<file path="src/rtl/stopwatch_controller_if.sv">
// Command, seconds-counter and status bundle for stopwatch_controller.
// The controller takes the slave view; whoever drives the commands takes the master view.
interface stopwatch_controller_if;
  logic       start;
  logic       stop;
  logic       clear;
  logic       lap;
  logic [5:0] sec_in;
  logic       sec_rollover;
  logic       sec_enable;
  logic       cnt_rst_n;
  logic [5:0] minutes;
  logic       min_rollover;
  logic [1:0] state;
  logic       running;
  logic       lap_valid;
  logic [5:0] lap_min;
  logic [5:0] lap_sec;

  modport master (
    output start, stop, clear, lap, sec_in, sec_rollover,
    input  sec_enable, cnt_rst_n, minutes, min_rollover, state, running,
           lap_valid, lap_min, lap_sec
  );

  modport slave (
    input  start, stop, clear, lap, sec_in, sec_rollover,
    output sec_enable, cnt_rst_n, minutes, min_rollover, state, running,
           lap_valid, lap_min, lap_sec
  );
endinterface

</file>
<file path="src/rtl/stopwatch_controller.sv">
// Stopwatch control FSM: one-second prescaler, minute counter and lap capture.
// Lap capture is built only when STOPWATCH_LAP_CAPTURE_EN is defined.
module stopwatch_controller #(
  parameter int TICK_DIV = 100
) (
  input logic                   clk,
  input logic                   rst,
  stopwatch_controller_if.slave bus
);
  localparam int PW = (TICK_DIV > 2) ? $clog2(TICK_DIV) : 1;
  localparam logic [PW-1:0] PRESC_MAX = PW'(TICK_DIV - 1);

  typedef enum logic [1:0] {
    IDLE  = 2'b00,
    RUN   = 2'b01,
    PAUSE = 2'b10,
    CLEAR = 2'b11
  } state_e;

  state_e        state_q, state_d;
  logic [PW-1:0] presc_q, presc_d;
  logic          tick_d;
  logic          sec_enable_q, cnt_rst_n_q, running_q;
  logic [5:0]    minutes_q, minutes_d;
  logic          min_rollover_q, min_rollover_d;

  always_comb begin
    state_d = state_q;
    unique case (state_q)
      IDLE: begin
        if (bus.clear)                  state_d = CLEAR;
        else if (!bus.stop && bus.start) state_d = RUN;
      end
      RUN: begin
        if (bus.clear)     state_d = CLEAR;
        else if (bus.stop) state_d = PAUSE;
      end
      PAUSE: begin
        if (bus.clear)                  state_d = CLEAR;
        else if (!bus.stop && bus.start) state_d = RUN;
      end
      CLEAR: state_d = IDLE;
      default: state_d = IDLE;
    endcase
  end

  // A stop/clear landing on the terminal count swallows the tick and holds the count.
  always_comb begin
    presc_d = '0;
    tick_d  = 1'b0;
    unique case (state_q)
      RUN: begin
        if (presc_q == PRESC_MAX) begin
          if (!bus.stop && !bus.clear) begin
            presc_d = '0;
            tick_d  = 1'b1;
          end else begin
            presc_d = presc_q;
          end
        end else begin
          presc_d = presc_q + 1'b1;
        end
      end
      PAUSE:   presc_d = presc_q;
      default: presc_d = '0;
    endcase
  end

  always_comb begin
    minutes_d      = minutes_q;
    min_rollover_d = 1'b0;
    if (state_q == CLEAR) begin
      minutes_d = '0;
    end else if (bus.sec_rollover) begin
      if (minutes_q >= 6'd59) begin
        minutes_d      = '0;
        min_rollover_d = 1'b1;
      end else begin
        minutes_d = minutes_q + 6'd1;
      end
    end
  end

  always_ff @(posedge clk) begin
    if (rst) begin
      state_q        <= IDLE;
      presc_q        <= '0;
      sec_enable_q   <= 1'b0;
      cnt_rst_n_q    <= 1'b0;
      running_q      <= 1'b0;
      minutes_q      <= '0;
      min_rollover_q <= 1'b0;
    end else begin
      state_q        <= state_d;
      presc_q        <= presc_d;
      sec_enable_q   <= tick_d;
      cnt_rst_n_q    <= (state_d != CLEAR);
      running_q      <= (state_d == RUN);
      minutes_q      <= minutes_d;
      min_rollover_q <= min_rollover_d;
    end
  end

`ifdef STOPWATCH_LAP_CAPTURE_EN
  logic       lap_valid_q;
  logic [5:0] lap_min_q, lap_sec_q;

  always_ff @(posedge clk) begin
    if (rst || state_q == CLEAR) begin
      lap_valid_q <= 1'b0;
      lap_min_q   <= '0;
      lap_sec_q   <= '0;
    end else if (bus.lap && !bus.clear && (state_q == RUN || state_q == PAUSE)) begin
      lap_valid_q <= 1'b1;
      lap_min_q   <= minutes_q;
      lap_sec_q   <= bus.sec_in;
    end
  end

  assign bus.lap_valid = lap_valid_q;
  assign bus.lap_min   = lap_min_q;
  assign bus.lap_sec   = lap_sec_q;
`else
  logic unused_lap_inputs;
  assign unused_lap_inputs = ^{bus.lap, bus.sec_in};

  assign bus.lap_valid = 1'b0;
  assign bus.lap_min   = '0;
  assign bus.lap_sec   = '0;
`endif

  assign bus.state        = state_q;
  assign bus.running      = running_q;
  assign bus.sec_enable   = sec_enable_q;
  assign bus.cnt_rst_n    = cnt_rst_n_q;
  assign bus.minutes      = minutes_q;
  assign bus.min_rollover = min_rollover_q;
endmodule

</file>
<file path="src/flat_wrapper.sv">
// flat-port wrapper written by rule: the top's interface ports become plain ports
module stopwatch_controller_flat 
#(
  parameter int TICK_DIV = 100
)
  (clk, rst, bus_start, bus_stop, bus_clear, bus_lap, bus_sec_in, bus_sec_rollover, bus_sec_enable, bus_cnt_rst_n, bus_minutes, bus_min_rollover, bus_state, bus_running, bus_lap_valid, bus_lap_min, bus_lap_sec);
  stopwatch_controller_if bus_i ();
  input logic clk;
  input logic rst;
  input wire logic [$bits(bus_i.start)-1:0] bus_start;
  input wire logic [$bits(bus_i.stop)-1:0] bus_stop;
  input wire logic [$bits(bus_i.clear)-1:0] bus_clear;
  input wire logic [$bits(bus_i.lap)-1:0] bus_lap;
  input wire logic [$bits(bus_i.sec_in)-1:0] bus_sec_in;
  input wire logic [$bits(bus_i.sec_rollover)-1:0] bus_sec_rollover;
  output wire logic [$bits(bus_i.sec_enable)-1:0] bus_sec_enable;
  output wire logic [$bits(bus_i.cnt_rst_n)-1:0] bus_cnt_rst_n;
  output wire logic [$bits(bus_i.minutes)-1:0] bus_minutes;
  output wire logic [$bits(bus_i.min_rollover)-1:0] bus_min_rollover;
  output wire logic [$bits(bus_i.state)-1:0] bus_state;
  output wire logic [$bits(bus_i.running)-1:0] bus_running;
  output wire logic [$bits(bus_i.lap_valid)-1:0] bus_lap_valid;
  output wire logic [$bits(bus_i.lap_min)-1:0] bus_lap_min;
  output wire logic [$bits(bus_i.lap_sec)-1:0] bus_lap_sec;
  assign bus_i.start = bus_start;
  assign bus_i.stop = bus_stop;
  assign bus_i.clear = bus_clear;
  assign bus_i.lap = bus_lap;
  assign bus_i.sec_in = bus_sec_in;
  assign bus_i.sec_rollover = bus_sec_rollover;
  assign bus_sec_enable = bus_i.sec_enable;
  assign bus_cnt_rst_n = bus_i.cnt_rst_n;
  assign bus_minutes = bus_i.minutes;
  assign bus_min_rollover = bus_i.min_rollover;
  assign bus_state = bus_i.state;
  assign bus_running = bus_i.running;
  assign bus_lap_valid = bus_i.lap_valid;
  assign bus_lap_min = bus_i.lap_min;
  assign bus_lap_sec = bus_i.lap_sec;
  stopwatch_controller #(.TICK_DIV(TICK_DIV)) u_core (.clk(clk), .rst(rst), .bus(bus_i));
endmodule
</file>
<file path="config.mk">
export PLATFORM = sky130hd
export DESIGN_NAME = stopwatch_controller_flat
export DESIGN_NICKNAME = d
export VERILOG_FILES = /design/src/rtl/stopwatch_controller_if.sv /design/src/rtl/stopwatch_controller.sv /design/src/flat_wrapper.sv
export SDC_FILE = /design/constraint.sdc
export NUM_CORES = 1
export LEC_CHECK = 0
export BUFFER_PORTS_ARGS = -buffer_cell sky130_fd_sc_hd__buf_2
export CAP_MARGIN = 15
export CORE_MARGIN = 1.5
export CORE_UTILIZATION = 35
export CTS_CLUSTER_SIZE = 30
export DETAILED_ROUTE_END_ITERATION = 7
export GPL_TIMING_DRIVEN = 0
export PLACE_DENSITY = 0.65
export SLEW_MARGIN = 20
export SYNTH_ARGS = -nofsm -noshare
export SYNTH_HDL_FRONTEND = slang
export SYNTH_SLANG_ARGS = --single-unit
export TNS_END_PERCENT = 20
</file>
<file path="constraint.sdc">
create_clock -name clk -period 2 [get_ports clk]
set_clock_uncertainty 0.15 [all_clocks]
set_input_delay 0.3 -clock clk [delete_from_list [all_inputs] [get_ports clk]]
set_output_delay 0.3 -clock clk [all_outputs]
set_load 0.03 [all_outputs]
</file>
==> impl_metrics.env, run 1 <==
export IMPL_outcome="completed"
export IMPL_post_place_ws_ns=0.216
export IMPL_use_met1_pct=16.0
export IMPL_grt_pass1_wl_mm=3.08
export IMPL_cts_resized=0
export IMPL_comb_power_share_pct=19.3
export IMPL_power_frac_clock_pct=25.9
export IMPL_grt_max_degree=11
export IMPL_min_delay_path_class="in -> reg"
export IMPL_yosys_warnings=0
export IMPL_min_to="u_core.bus.cnt_rst_n$_SDFF_PP0_"
export IMPL_hold_viol=0
export IMPL_post_cts_setup_buffers=0
export IMPL_p_switching_uw=218
export IMPL_synth_main_ff_cell="dfxtp_1"
export IMPL_use_met2_pct=18.7
export IMPL_rr_worst_depth=5
export IMPL_cts_buffers=3
export IMPL_busiest_layer="met2"
export IMPL_cellLeakagePower_uw=0.000513
export IMPL_vias=778
export IMPL_synth_avg_cell_area_um2=8.93
export IMPL_grtUsageTotal_pct=12.3
export IMPL_slew_viol_final=0
export IMPL_synth_enable_flop_cells=0
export IMPL_endpoint_kind="flip-flop"
export IMPL_avgRoutedWirePerCell_um=10.2
export IMPL_fin_crit_sh_pct=90.7
export IMPL_final_common_cell="dfxtp_1"
export IMPL_synth_top_family_by_area="simple AND/OR/NAND/NOR gates"
export IMPL_maxCapViolations=0
export IMPL_powerDensity_nw_per_um2=639
export IMPL_drive_above_1_share_pct=27.9
export IMPL_drt_total_wl_mm=1.73
export IMPL_first_global_vias=695
export IMPL_rsz0062_at_grt="no"
export IMPL_cp_required_ns=2.06
export IMPL_path_class="reg -> reg"
export IMPL_clock_latency_ns=0.29
export IMPL_fmax_ghz=0.551
export IMPL_clockBufferDepth=2
export IMPL_synthMuxAreaShare_pct=2.08
export IMPL_crit_path_max_incr_delay_ns=0.36
export IMPL_layout_common_cells="19 x dfxtp_1, 17 x buf_2, 13 x nor2_1, 13 x buf_4, 13 x conb_1"
export IMPL_synth_seq_cells=19
export IMPL_crit_start="u_core.presc_q[0]$_SDFFE_PP0P_"
export IMPL_diodes=0
export IMPL_p_sw_share_pct=29.6
export IMPL_utilization_pct=45.3
export IMPL_finalSetupTns_ns=0
export IMPL_r2r_start="u_core.presc_q[0]$_SDFFE_PP0P_"
export IMPL_cpMaxStageDelayCell="or3_1"
export IMPL_timing_hold_ws_ns=0.100
export IMPL_synthAdderAreaFrac_pct=2.59
export IMPL_holdBufCountCts=0
export IMPL_die_h_um=55.5
export IMPL_p_int_uw=519
export IMPL_antenna_found_initial=0
export IMPL_syn_area_um2=965
export IMPL_rows=18
export IMPL_r2r_end="u_core.presc_q[4]$_SDFFE_PP0P_"
export IMPL_cts_root_buf="clkbuf_4"
export IMPL_cp_arrival_ns=1.88
export IMPL_async_flop_share_pct=0
export IMPL_min_from="bus_clear"
export IMPL_synth_xor_area_share_pct=4.54
export IMPL_setup_violations=0
export IMPL_dieWidth_um=55.5
export IMPL_path_max_fanout=8
export IMPL_yosysUniqueCellTypes=36
export IMPL_cp_top_family="simple AND/OR/NAND/NOR gates"
export IMPL_netlist_instances=108
export IMPL_areaGrowthSynthToFinish_pct=19.6
export IMPL_drcViolationCount=0
export IMPL_synth_compound_area_share_pct=14.7
export IMPL_finalCriticalPeriod_ns=1.81
export IMPL_portBuffers=16
export IMPL_core_area_um2=2540
export IMPL_path_clk_slew_ns=0.10
export IMPL_hold_path_depth=2
export IMPL_cp_num_buf_inv=0
export IMPL_crit_chain="ha_1, and2b_4, a211o_2, or3_1, o221ai_1"
export IMPL_place_congestion=0.722
export IMPL_grt_overflow_total=0
export IMPL_cts_tree="done"
export IMPL_first_iter_violations=9
export IMPL_pwr_share_seq_pct=54.7
export IMPL_firstDrtPassIters=4
export IMPL_fin_nets=156
export IMPL_start_util_pct=37.9
export IMPL_grtUsageMet3_pct=5.39
export IMPL_synth_simple_area_share_pct=24.1
export IMPL_ys_seq_area_share_pct=39.4
export IMPL_hpwl_mm=1.36
export IMPL_ioPinCount=38
export IMPL_h_tree_depth=1
export IMPL_vdd_ir_drop_max_mv=0.478
export IMPL_start_kind="flip-flop"
export IMPL_fin_ws_ns=0.185
export IMPL_r2r_setup_slack_ns=0.19
export IMPL_die_area_um2=3080
export IMPL_via_per_inst=4.58
export IMPL_clock_sinks=19
export IMPL_ant_nets=0
registers in the layout, summed over array words and instances (netlist names):
name                     flops
u_core.presc_q               7
u_core.bus.state             2
u_core.bus.cnt_rst_n         1
u_core.bus.sec_enable        1
u_core.bus.min_rollover      1
u_core.bus.running           1
u_core.bus.minutes           6
synth_stat cells (all sizes together), types with 3 or more instances:
master  number  area, µm²
nand2        7       26.3
dfxtp       19        380
a21oi        5       25.0
inv          4       15.0
nand2b       3       18.8
or3          3       18.8
nor2        13       48.8
buf         14        103
xnor2        3       26.3
o21ai        3       15.0
worst max-delay path by stage:
| stage | to | cells past startpoint |
|---|---|---|
| 6_report | u_core.presc_q[4]$_SDFFE_PP0P_ | 5 |
| 5_1_grt | u_core.presc_q[4]$_SDFFE_PP0P_ | 5 |
| 4_1_cts | u_core.presc_q[4]$_SDFFE_PP0P_ | 5 |
| 3_5_place_dp | u_core.presc_q[4]$_SDFFE_PP0P_ | 5 |
| 3_3_place_gp | u_core.presc_q[4]$_SDFFE_PP0P_ | 5 |
| 2_1_floorplan | u_core.presc_q[3]$_SDFFE_PP0P_ | 4 |
layout make-up:
type / count / area [µm²]
inverter: 4 / 15.0
tap: 30 / 37.5
buffer: 14 / 103
multi-input combinational: 83 / 512
timing repair buffer: 16 / 80.1
fill: 274 / 1390
clock buffer: 4 / 26.3
sequential: 19 / 380
per-layer routing:
layer | part of all wire, % | vias up
met2 | 47 | 21
met3 | 6.8 | 2
met4 | 0.69 | 0
met1 | 46 | 341
li1 | - | 414
met5 | 0 | -
cells by family after synthesis:
kind of cell	count (synthesis)
and+or+nand+nor	41
AOI/OAI and AO/OA	20
DFF	19
buffers and inverters	18
xor gates and xnor gates	5
adders and majority gates	2
muxes	2
other	1
stage by stage:
stage | instances | total power, µW | instance area [µm²]
final | 170 | 738 | 1150
after global routing | 170 | 782 | 1150
after CTS | 170 | 749 | 1150
after detailed placement | 166 | 555 | 1130
after global placement | 166 | 551 | 1130
after floorplan | 120 | 526 | 1010
power groups by stage:
stage / clock [µW] / sequential, µW / combinational (µW)
floorplan: 0 / 429 / 96.6
global placement: 0 / 411 / 140
detailed placement: 0 / 413 / 142
CTS: 203 / 404 / 142
global route: 219 / 406 / 157
finish: 191 / 404 / 143
(Power assumes the default switching activity.)
==> run 2, diff against run 1 <==
- CORE_ASPECT_RATIO: not set -> 2
==> run 2 against run 1 <==
Hold slack improved by 0.045 ns. First-iteration DRC count fell by 11%. Clock power rose by 35%. Clock-buffer cell count did not move. Sequential share of layout area fell by 0.46 points. Combinational power barely moved. Die area rose by 0.61%. Critical path depth did not move. Via count rose by 3.2%. Maximum frequency rose by 2.5%. Core utilization rose by 0.19 points. Routed wire length rose by 4.6%.
==> impl_metrics.env, run 2 (synthesis results as in run 1) <==
export IMPL_r2r_setup_slack_ns=0.23
export IMPL_finalCriticalPeriod_ns=1.77
export IMPL_first_global_vias=751
export IMPL_busiest_layer="met2"
export IMPL_rr_worst_depth=5
export IMPL_min_to="u_core.bus.cnt_rst_n$_SDFF_PP0_"
export IMPL_cpMaxStageDelayCell="or3_1"
export IMPL_grt_pass1_wl_mm=3.06
export IMPL_final_common_cell="dfxtp_1"
export IMPL_place_congestion=0.728
export IMPL_fmax_ghz=0.565
export IMPL_cellLeakagePower_uw=0.000521
export IMPL_cts_resized=0
export IMPL_cts_buffers=3
export IMPL_post_cts_setup_buffers=0
export IMPL_min_delay_path_class="in -> reg"
export IMPL_holdBufCountCts=0
export IMPL_cp_required_ns=2.03
export IMPL_vias=803
export IMPL_areaGrowthSynthToFinish_pct=21.3
export IMPL_clock_sinks=19
export IMPL_n_fill_cell=262
export IMPL_ant_nets=0
export IMPL_powerDensity_nw_per_um2=688
export IMPL_hpwl_mm=1.52
export IMPL_clockBufferDepth=2
export IMPL_rsz0062_at_grt="no"
export IMPL_start_util_pct=37.5
export IMPL_maxCapViolations=0
export IMPL_core_area_um2=2570
export IMPL_dieWidth_um=40.1
export IMPL_clock_latency_ns=0.25
export IMPL_avgRoutedWirePerCell_um=10.8
export IMPL_endpoint_kind="flip-flop"
export IMPL_portBuffers=16
export IMPL_finalSetupTns_ns=0
export IMPL_grtUsageMet3_pct=1.16
export IMPL_die_h_um=77.2
export IMPL_via_per_inst=4.78
export IMPL_layout_common_cells="19 x dfxtp_1, 17 x buf_2, 13 x nor2_1, 13 x buf_4, 13 x conb_1"
export IMPL_first_iter_violations=8
export IMPL_fin_crit_sh_pct=88.6
export IMPL_crit_path_max_incr_delay_ns=0.36
export IMPL_path_max_fanout=8
export IMPL_start_kind="flip-flop"
export IMPL_path_class="reg -> reg"
export IMPL_diodes=0
export IMPL_slew_viol_final=0
export IMPL_hold_path_depth=2
export IMPL_die_area_um2=3100
export IMPL_path_clk_slew_ns=0.07
export IMPL_cts_root_buf="clkbuf_8"
export IMPL_utilization_pct=45.5
export IMPL_drive_above_1_share_pct=27.9
export IMPL_crit_chain="ha_1, and2b_4, a211o_2, or3_1, o221ai_1"
export IMPL_outcome="completed"
export IMPL_min_from="bus_clear"
export IMPL_use_met2_pct=25.0
export IMPL_setup_violations=0
export IMPL_firstDrtPassIters=4
export IMPL_antenna_found_initial=0
export IMPL_ioPinCount=38
export IMPL_cp_arrival_ns=1.80
export IMPL_hold_viol=0
export IMPL_rows=26
export IMPL_vdd_ir_drop_max_mv=0.532
export IMPL_use_met1_pct=13.7
export IMPL_largest_reg_flops=7
export IMPL_grt_overflow_total=0
export IMPL_r2r_end="u_core.presc_q[4]$_SDFFE_PP0P_"
export IMPL_top_register="u_core.presc_q"
export IMPL_grt_max_degree=11
export IMPL_cts_tree="done"
export IMPL_drt_total_wl_mm=1.81
export IMPL_h_tree_depth=1
export IMPL_fin_nets=156
export IMPL_drcViolationCount=0
export IMPL_grtUsageTotal_pct=13.2
export IMPL_r2r_start="u_core.presc_q[0]$_SDFFE_PP0P_"
## run 2: cell counts in the layout (fill, tap and decap cells not counted)
Identical to the previous run, type by type.
## run 2: worst max-delay path by stage
stage | end | depth (start not counted) | from | slack, ns
2_1_floorplan | u_core.presc_q[3]$_SDFFE_PP0P_ | 4 | u_core.bus.state[0]$_SDFF_PP0_ | 0.27
3_3_place_gp | u_core.presc_q[4]$_SDFFE_PP0P_ | 5 | u_core.presc_q[0]$_SDFFE_PP0P_ | 0.26
3_5_place_dp | u_core.presc_q[4]$_SDFFE_PP0P_ | 5 | u_core.presc_q[0]$_SDFFE_PP0P_ | 0.23
4_1_cts | u_core.presc_q[4]$_SDFFE_PP0P_ | 5 | u_core.presc_q[0]$_SDFFE_PP0P_ | 0.22
5_1_grt | u_core.presc_q[3]$_SDFFE_PP0P_ | 5 | u_core.presc_q[0]$_SDFFE_PP0P_ | 0.17
6_report | u_core.presc_q[4]$_SDFFE_PP0P_ | 5 | u_core.presc_q[0]$_SDFFE_PP0P_ | 0.23
## run 2: power breakdown
group / leakage, µW / total (µW) / internal, µW / switching [µW]
Sequential: 0.000155 / 404 / 390 / 13.7
Clock: 0.0000228 / 258 / 141 / 116
Combinational: 0.000344 / 143 / 52.0 / 91.3
Total: 0.000521 / 805 / 583 / 221
## run 2: worst max-delay path, delay by kind of cell (launching register included)
| family | cells | cell delay, ns |
|---|---|---|
| compound gates | 2 | 0.42 |
| simple gates | 2 | 0.55 |
| fa+ha+maj | 1 | 0.23 |
| flops | 1 | 0.33 |
## run 2: layout make-up
type / count / area [µm²] / area share (%)
multi-input combinational: 83 / 512 / 43.7
inverter: 4 / 15.0 / 1.28
buffer: 14 / 103 / 8.77
clock buffer: 4 / 45.0 / 3.85
sequential: 19 / 380 / 32.5
timing repair buffer: 16 / 80.1 / 6.84
tap: 28 / 35.0 / 2.99
## run 2: metal layers
| layer | part of all wire [%] | vias to the layer above | wire (µm) |
|---|---|---|---|
| li1 | - | 412 | - |
| met1 | 34 | 373 | 620 |
| met2 | 61 | 16 | 1110 |
| met3 | 3.4 | 2 | 61 |
| met4 | 0.83 | 0 | 15 |
| met5 | 0 | - | 0 |
## run 2: per-stage QoR
step                      cells  total power (µW)  hold slack [ns]  area [µm²]  setup WS (ns)
after floorplan             120               526            0.242        1010          0.267
after detailed placement    164               555            0.343        1120          0.233
after global routing        168               840            0.167        1170          0.167
after CTS                   168               812            0.147        1170          0.220
final                       168               805            0.145        1170          0.229
after global placement      164               553            0.310        1120          0.259
